### config.mk
export PLATFORM = sky130hd
export DESIGN_NAME = ssm4_decrypt_core
export DESIGN_NICKNAME = d
export VERILOG_FILES = /design/src/rtl/ssm4_decrypt_core.sv
export SDC_FILE = /design/constraint.sdc
export NUM_CORES = 2
export LEC_CHECK = 0
export ABC_AREA = 1
export BUFFER_PORTS_ARGS = -buffer_cell sky130_fd_sc_hd__buf_2
export CORE_MARGIN = 8
export CORE_UTILIZATION = 50
export CTS_BUF_LIST = sky130_fd_sc_hd__clkbuf_4 sky130_fd_sc_hd__clkbuf_8
export DETAILED_ROUTE_END_ITERATION = 7
export PLACE_DENSITY = 0.64
export RECOVER_POWER = 25
export SETUP_SLACK_MARGIN = 0.4
export SLEW_MARGIN = 15
export SYNTH_ARGS = -nofsm -noshare
export SYNTH_HDL_FRONTEND = slang
export SYNTH_SLANG_ARGS = --single-unit
### constraint.sdc
create_clock -name g_clk -period 6.6 [get_ports g_clk]
set_input_delay 0.99 -clock g_clk [delete_from_list [all_inputs] [get_ports g_clk]]
set_output_delay 0.99 -clock g_clk [all_outputs]
set_load 0.02 [all_outputs]
### src/rtl/ssm4_decrypt_core.sv
// Iterative SM4 block cipher core: one round per clock, round keys expanded
// forward into a local register file and consumed in reverse for decryption.

module sm4_sbox (
    input  logic [7:0] in_i,
    output logic [7:0] out_o
);

    localparam logic [0:255][7:0] SBOX = {
        8'hd6, 8'h90, 8'he9, 8'hfe, 8'hcc, 8'he1, 8'h3d, 8'hb7, 8'h16, 8'hb6, 8'h14, 8'hc2, 8'h28, 8'hfb, 8'h2c, 8'h05,
        8'h2b, 8'h67, 8'h9a, 8'h76, 8'h2a, 8'hbe, 8'h04, 8'hc3, 8'haa, 8'h44, 8'h13, 8'h26, 8'h49, 8'h86, 8'h06, 8'h99,
        8'h9c, 8'h42, 8'h50, 8'hf4, 8'h91, 8'hef, 8'h98, 8'h7a, 8'h33, 8'h54, 8'h0b, 8'h43, 8'hed, 8'hcf, 8'hac, 8'h62,
        8'he4, 8'hb3, 8'h1c, 8'ha9, 8'hc9, 8'h08, 8'he8, 8'h95, 8'h80, 8'hdf, 8'h94, 8'hfa, 8'h75, 8'h8f, 8'h3f, 8'ha6,
        8'h47, 8'h07, 8'ha7, 8'hfc, 8'hf3, 8'h73, 8'h17, 8'hba, 8'h83, 8'h59, 8'h3c, 8'h19, 8'he6, 8'h85, 8'h4f, 8'ha8,
        8'h68, 8'h6b, 8'h81, 8'hb2, 8'h71, 8'h64, 8'hda, 8'h8b, 8'hf8, 8'heb, 8'h0f, 8'h4b, 8'h70, 8'h56, 8'h9d, 8'h35,
        8'h1e, 8'h24, 8'h0e, 8'h5e, 8'h63, 8'h58, 8'hd1, 8'ha2, 8'h25, 8'h22, 8'h7c, 8'h3b, 8'h01, 8'h21, 8'h78, 8'h87,
        8'hd4, 8'h00, 8'h46, 8'h57, 8'h9f, 8'hd3, 8'h27, 8'h52, 8'h4c, 8'h36, 8'h02, 8'he7, 8'ha0, 8'hc4, 8'hc8, 8'h9e,
        8'hea, 8'hbf, 8'h8a, 8'hd2, 8'h40, 8'hc7, 8'h38, 8'hb5, 8'ha3, 8'hf7, 8'hf2, 8'hce, 8'hf9, 8'h61, 8'h15, 8'ha1,
        8'he0, 8'hae, 8'h5d, 8'ha4, 8'h9b, 8'h34, 8'h1a, 8'h55, 8'had, 8'h93, 8'h32, 8'h30, 8'hf5, 8'h8c, 8'hb1, 8'he3,
        8'h1d, 8'hf6, 8'he2, 8'h2e, 8'h82, 8'h66, 8'hca, 8'h60, 8'hc0, 8'h29, 8'h23, 8'hab, 8'h0d, 8'h53, 8'h4e, 8'h6f,
        8'hd5, 8'hdb, 8'h37, 8'h45, 8'hde, 8'hfd, 8'h8e, 8'h2f, 8'h03, 8'hff, 8'h6a, 8'h72, 8'h6d, 8'h6c, 8'h5b, 8'h51,
        8'h8d, 8'h1b, 8'haf, 8'h92, 8'hbb, 8'hdd, 8'hbc, 8'h7f, 8'h11, 8'hd9, 8'h5c, 8'h41, 8'h1f, 8'h10, 8'h5a, 8'hd8,
        8'h0a, 8'hc1, 8'h31, 8'h88, 8'ha5, 8'hcd, 8'h7b, 8'hbd, 8'h2d, 8'h74, 8'hd0, 8'h12, 8'hb8, 8'he5, 8'hb4, 8'hb0,
        8'h89, 8'h69, 8'h97, 8'h4a, 8'h0c, 8'h96, 8'h77, 8'h7e, 8'h65, 8'hb9, 8'hf1, 8'h09, 8'hc5, 8'h6e, 8'hc6, 8'h84,
        8'h18, 8'hf0, 8'h7d, 8'hec, 8'h3a, 8'hdc, 8'h4d, 8'h20, 8'h79, 8'hee, 8'h5f, 8'h3e, 8'hd7, 8'hcb, 8'h39, 8'h48
    };

    assign out_o = SBOX[in_i];

endmodule

module ssm4_decrypt_core #(
    parameter int ENCRYPT_EN = 0,
    parameter int KEY_CACHE  = 1
) (
    input  logic         g_clk,
    input  logic         g_resetn,
    input  logic         in_valid,
    output logic         in_ready,
    input  logic [127:0] in_data,
    input  logic [127:0] in_key,
    input  logic         in_key_new,
    input  logic         in_enc,
    output logic         out_valid,
    input  logic         out_ready,
    output logic [127:0] out_data,
    output logic         busy
);

    localparam logic [127:0] FK = 128'hA3B1BAC6_56AA3350_677D9197_B27022DC;

    typedef enum logic [1:0] {
        ST_IDLE   = 2'd0,
        ST_KEYEXP = 2'd1,
        ST_ROUND  = 2'd2,
        ST_DONE   = 2'd3
    } state_t;

    function automatic logic [31:0] l_round(input logic [31:0] b);
        return b ^ {b[29:0], b[31:30]} ^ {b[21:0], b[31:22]}
                 ^ {b[13:0], b[31:14]} ^ {b[7:0], b[31:8]};
    endfunction

    function automatic logic [31:0] l_key(input logic [31:0] b);
        return b ^ {b[18:0], b[31:19]} ^ {b[8:0], b[31:9]};
    endfunction

    // CK byte j of word i is ((4i+j)*7) mod 256; the 8-bit product truncates naturally.
    function automatic logic [31:0] ck_word(input logic [4:0] i);
        logic [31:0] w;
        logic [7:0]  base;
        base = {1'b0, i, 2'b00};
        w    = 32'd0;
        for (int j = 0; j < 4; j++) begin
            w[31-8*j -: 8] = (base + 8'(j)) * 8'd7;
        end
        return w;
    endfunction

    state_t        state_q;
    logic [4:0]    cnt_q;
    logic          rk_valid_q;
    logic          enc_q;
    logic [127:0]  x_q;
    logic [127:0]  k_q;
    logic [127:0]  out_data_q;
    logic          in_ready_q;
    logic          out_valid_q;
    logic          busy_q;
    logic [31:0]   rk_mem_q [32];

    logic [4:0]    rk_idx_s;
    logic [31:0]   rk_rd_s;
    logic [31:0]   sbox_in_s;
    logic [31:0]   tau_s;
    logic [31:0]   x_next_s;
    logic [31:0]   k_next_s;
    logic          need_exp_s;
    logic          enc_in_s;

    // Four byte-lane S-boxes shared by key expansion and the cipher rounds.
    for (genvar g = 0; g < 4; g++) begin : g_sbox
        sm4_sbox u_sbox (
            .in_i  (sbox_in_s[8*g +: 8]),
            .out_o (tau_s[8*g +: 8])
        );
    end

    // Round-key selection, S-box input multiplexing and next-word computation.
    always_comb begin
        rk_idx_s   = 5'd0;
        sbox_in_s  = 32'd0;
        x_next_s   = 32'd0;
        k_next_s   = 32'd0;
        need_exp_s = 1'b0;
        enc_in_s   = 1'b0;

        if (enc_q) begin
            rk_idx_s = cnt_q;
        end else begin
            rk_idx_s = 5'd31 - cnt_q;
        end
        rk_rd_s = rk_mem_q[rk_idx_s];

        if (state_q == ST_KEYEXP) begin
            sbox_in_s = k_q[95:64] ^ k_q[63:32] ^ k_q[31:0] ^ ck_word(cnt_q);
        end else begin
            sbox_in_s = x_q[95:64] ^ x_q[63:32] ^ x_q[31:0] ^ rk_rd_s;
        end

        k_next_s   = k_q[127:96] ^ l_key(tau_s);
        x_next_s   = x_q[127:96] ^ l_round(tau_s);
        need_exp_s = in_key_new | (KEY_CACHE == 0) | ~rk_valid_q;
        enc_in_s   = (ENCRYPT_EN != 0) & in_enc;
    end

    // Round-key register file; contents are only meaningful while rk_valid_q is set.
    always_ff @(posedge g_clk) begin
        if (state_q == ST_KEYEXP) begin
            rk_mem_q[cnt_q] <= k_next_s;
        end
    end

    // Control FSM with registered handshake outputs and the data/key windows.
    always_ff @(posedge g_clk or negedge g_resetn) begin
        if (!g_resetn) begin
            state_q     <= ST_IDLE;
            cnt_q       <= 5'd0;
            rk_valid_q  <= 1'b0;
            enc_q       <= 1'b0;
            x_q         <= 128'd0;
            k_q         <= 128'd0;
            out_data_q  <= 128'd0;
            in_ready_q  <= 1'b1;
            out_valid_q <= 1'b0;
            busy_q      <= 1'b0;
        end else begin
            case (state_q)
                ST_IDLE: begin
                    if (in_valid && in_ready_q) begin
                        x_q        <= in_data;
                        enc_q      <= enc_in_s;
                        cnt_q      <= 5'd0;
                        in_ready_q <= 1'b0;
                        busy_q     <= 1'b1;
                        if (need_exp_s) begin
                            // Stored keys are about to be overwritten, so they stop being valid now.
                            k_q        <= in_key ^ FK;
                            rk_valid_q <= 1'b0;
                            state_q    <= ST_KEYEXP;
                        end else begin
                            state_q    <= ST_ROUND;
                        end
                    end
                end
                ST_KEYEXP: begin
                    k_q   <= {k_q[95:0], k_next_s};
                    cnt_q <= cnt_q + 5'd1;
                    if (cnt_q == 5'd31) begin
                        rk_valid_q <= 1'b1;
                        state_q    <= ST_ROUND;
                    end
                end
                ST_ROUND: begin
                    x_q   <= {x_q[95:0], x_next_s};
                    cnt_q <= cnt_q + 5'd1;
                    if (cnt_q == 5'd31) begin
                        // Final reverse substitution: {X35, X34, X33, X32}.
                        out_data_q  <= {x_next_s, x_q[31:0], x_q[63:32], x_q[95:64]};
                        out_valid_q <= 1'b1;
                        state_q     <= ST_DONE;
                    end
                end
                ST_DONE: begin
                    if (out_ready) begin
                        out_valid_q <= 1'b0;
                        in_ready_q  <= 1'b1;
                        busy_q      <= 1'b0;
                        state_q     <= ST_IDLE;
                    end
                end
                default: begin
                    state_q     <= ST_IDLE;
                    cnt_q       <= 5'd0;
                    in_ready_q  <= 1'b1;
                    out_valid_q <= 1'b0;
                    busy_q      <= 1'b0;
                end
            endcase
        end
    end

    assign in_ready  = in_ready_q;
    assign out_valid = out_valid_q;
    assign out_data  = out_data_q;
    assign busy      = busy_q;

endmodule

==> impl_results.md <==
- CP Launch Point: cnt_q[0]
- Vias per cell: ~6.0
- Die Area: 167,000 um2
- Hold WC Path Type: in -> reg
- Postcts setup bufs: 0
- CTS tree: built
- Gr ovfl total: 0
- Mapped Cells: 9,207
- Outcome: finished with violations
- CP endpoint: out_data[113]
- Final Max Slew Viols: between 400 and 500
- RSZ-0062 raised after global routing: no
- CTS buffer count: 223
- Area added between synthesis and finish: 16.6%
- Yosys reg bits: about 1,400
- Critical path class: reg -> reg
- Clock skew: 0.122 ns
- Ys flop type: edfxtp_1
- Async SR Flop Fraction: between 20% and 30%
- Reg clk slew, reported paths: 0.06 ns
- Failing checks: capacitance limit, slew limit
- CP most frequent cell: nand2_1
- Fin util: ~59%
- Initial DRC count: approximately 10,000
- Post-detail-place hpwl: around 240,000 um
- Worst Tran Pin Value: ~4.3 ns
- Slew headroom: -186%
- Mean Syn Cell Area: ~8.4 um2
- Number of nets in the layout: between 10,000 and 15,000
- Final setup vio count: 0
- First-pass GRT wire length: approximately 470,000 um
- Synth cell types: 50
- Synthesized Nets: 9,515
- Wire per inst: ~27 um
- Final hold vios: 0
- Critical R2R Capture: out_data[113]
- Reg2reg path depth: 33
- WP data required: 7.42 ns
- Crit path DAT: ~7 ns
- Total GRT Usage: a little under two fifths
- Chip Height: approximately 410 um
- Maximum clock frequency: 166 MHz
- Reg2reg setup slack: a little under 0.6 ns
- Synth Cell Area: ~77,000 um2
- Die X: between 400 and 500 um
- Fin crit period: approximately 6.0 ns
- Routed WL: 331,000 um
- Cell row count: between 100 and 150
- H-tree levels: 4
- Worst stage delay on the critical path: 0.68 ns
- Layout cells sized above 1: 15.7%
- Clk root buf: clkbuf_8
- Initial antenna violation count: 31
- CP Capture Type: register
- Drt drc: 0
- Starting Density: 50.2%
- GP Congestion: 0.996
- Clk buf depth: 3
- Part of the cycle the worst path needs: 91.2%
- CTS sink count: between 1,000 and 1,500
- Number of global-route vias before repair: 68,134
- Max cap viols: 7
- Final ANT Viol Nets: 0
- Slowest CP cell: dfrtp_4
- DR vias: ~73,000
- PortBufs: a little under 400
- Reg2Reg Launch Point: cnt_q[0]
- Seq/Total Area, Yosys: ~53%
- Largest net degree at the start of global routing: around 190
- Post-synth EDFFs: slightly above 1,000
- CP Max Fanout: roughly 130
- Area of the core: 154,000 um2
- Crit start category: register
- Clk Latency, worst-skew pair: 1.03 ns
- Router iterations before antenna repair: 7
- Yosys warns: 0
- I/O Pins: ~390
- TNS Setup: 0 ns
## critical path: cells and delay by family (launching register included)
kind                       cells  cell delay, ns
DFF                            1            0.68
buffers and inverters          6            1.22
and+or+nand+nor               25            3.44
AOI/OAI and AO/OA              1            0.05
adders and majority gates      1            0.22
## worst min-delay path by stage
stage / cells past startpoint / end / start / slack [ns]
after global placement: 2 / out_data[75] / out_data[75] / 0.45
after floorplan: 2 / k_q[17] / k_q[17] / 0.47
after detailed placement: 2 / out_data[91] / out_data[91] / 0.45
after CTS: 3 / k_q[1] / in_key[1] / 0.13
final: 3 / k_q[1] / in_key[1] / 0.20
after global routing: 3 / k_q[1] / in_key[1] / 0.18
## layout make-up
type	instances	area [um2]
fillers	13520	63700
clock inverters	102	1010
diodes	17	42.5
clock buffers	307	3810
multi-input cells	6814	32300
well taps	2044	2560
flip-flops and latches	1419	40600
inverters	417	1600
repair buffers	1074	8240
## kinds of logic after synthesis
family,synth area share (%)
buffers and inverters,6.12
flip-flops,52.6
AND/OR/NAND/NOR,30.4
adder cells (fa/ha/maj),0.822
AO/OA/AOI/OAI,7.38
XOR/XNOR,2.75
## cells in the mapped netlist (75+ instances only)
master	instances	area [um2]
nand2_1	3282	12300
nand3_1	1585	7930
edfxtp_1	1024	30700
nor2_1	489	1840
o21ai_0	478	2390
dfrtp_1	394	9860
inv_1	359	1350
buf_2	219	1100
clkbuf_1	158	593
o211ai_1	131	983
xor2_1	127	1110
a21oi_1	118	591
xnor2_1	110	963
nand2_2	90	563
buf_4	82	616
o21ai_1	75	375
## state kept, by name, indices dropped and copies added (netlist names)
signal	cells
busy	1
cnt_q	5
in_ready	1
k_q	128
out_data	128
out_valid	1
rk_mem_q	1024
rk_valid_q	1
state_q	2
x_q	128
## cell usage in the layout, fill, tap and decap left out, types with 31 or more instances in the layout
cell / n
nand2_1: 3280
nand3_1: 1584
edfxtp_1: 1024
buf_4: 568
o21ai_0: 478
nor2_1: 462
dfrtp_1: 389
inv_1: 355
buf_2: 259
clkbuf_8: 240
clkbuf_1: 136
o211ai_1: 131
xor2_1: 119
a21oi_1: 118
buf_12: 106
xnor2_1: 105
nand2_2: 92
o21ai_1: 75
clkbuf_4: 67
o221ai_1: 66
inv_2: 55
a31oi_1: 52
clkinv_1: 43
ha_1: 37
nor2_4: 31
## timing repair
| item | CTS | global route |
|---|---|---|
| hold buffers | 1 | 0 |
| endpoints found under the setup margin | 0 | 7 |
| resized for setup | 0 | 2 |
| hold endpoints to repair | 62 | 0 |
## metal layers
| metal | share of wire, % | wire length (um) | global-route usage [%] | vias to the layer above |
|---|---|---|---|---|
| li1 | - | - | - | 32508 |
| met1 | 40 | 132000 | 53.0 | 35079 |
| met2 | 42 | 140000 | 54.9 | 4601 |
| met3 | 12 | 40800 | 10.3 | 708 |
| met4 | 5.5 | 18200 | 17.9 | 26 |
| met5 | 0.057 | 189 | 0 | - |
## per-stage QoR
step | setup WS [ns] | area (um2) | std cells | hold slack [ns]
3_5_place_dp | 0.671 | 85600 | 11766 | 0.454
5_1_grt | 0.372 | 90100 | 12183 | 0.180
2_1_floorplan | 1.60 | 77300 | 9207 | 0.465
3_3_place_gp | 0.627 | 85600 | 11766 | 0.451
4_1_cts | 0.713 | 90400 | 12176 | 0.127
6_report | 0.581 | 90200 | 12194 | 0.200
Power is left out: the tool's default activity adds up to more than one toggle a clock period on the data nets, which glitch-free logic cannot reach.
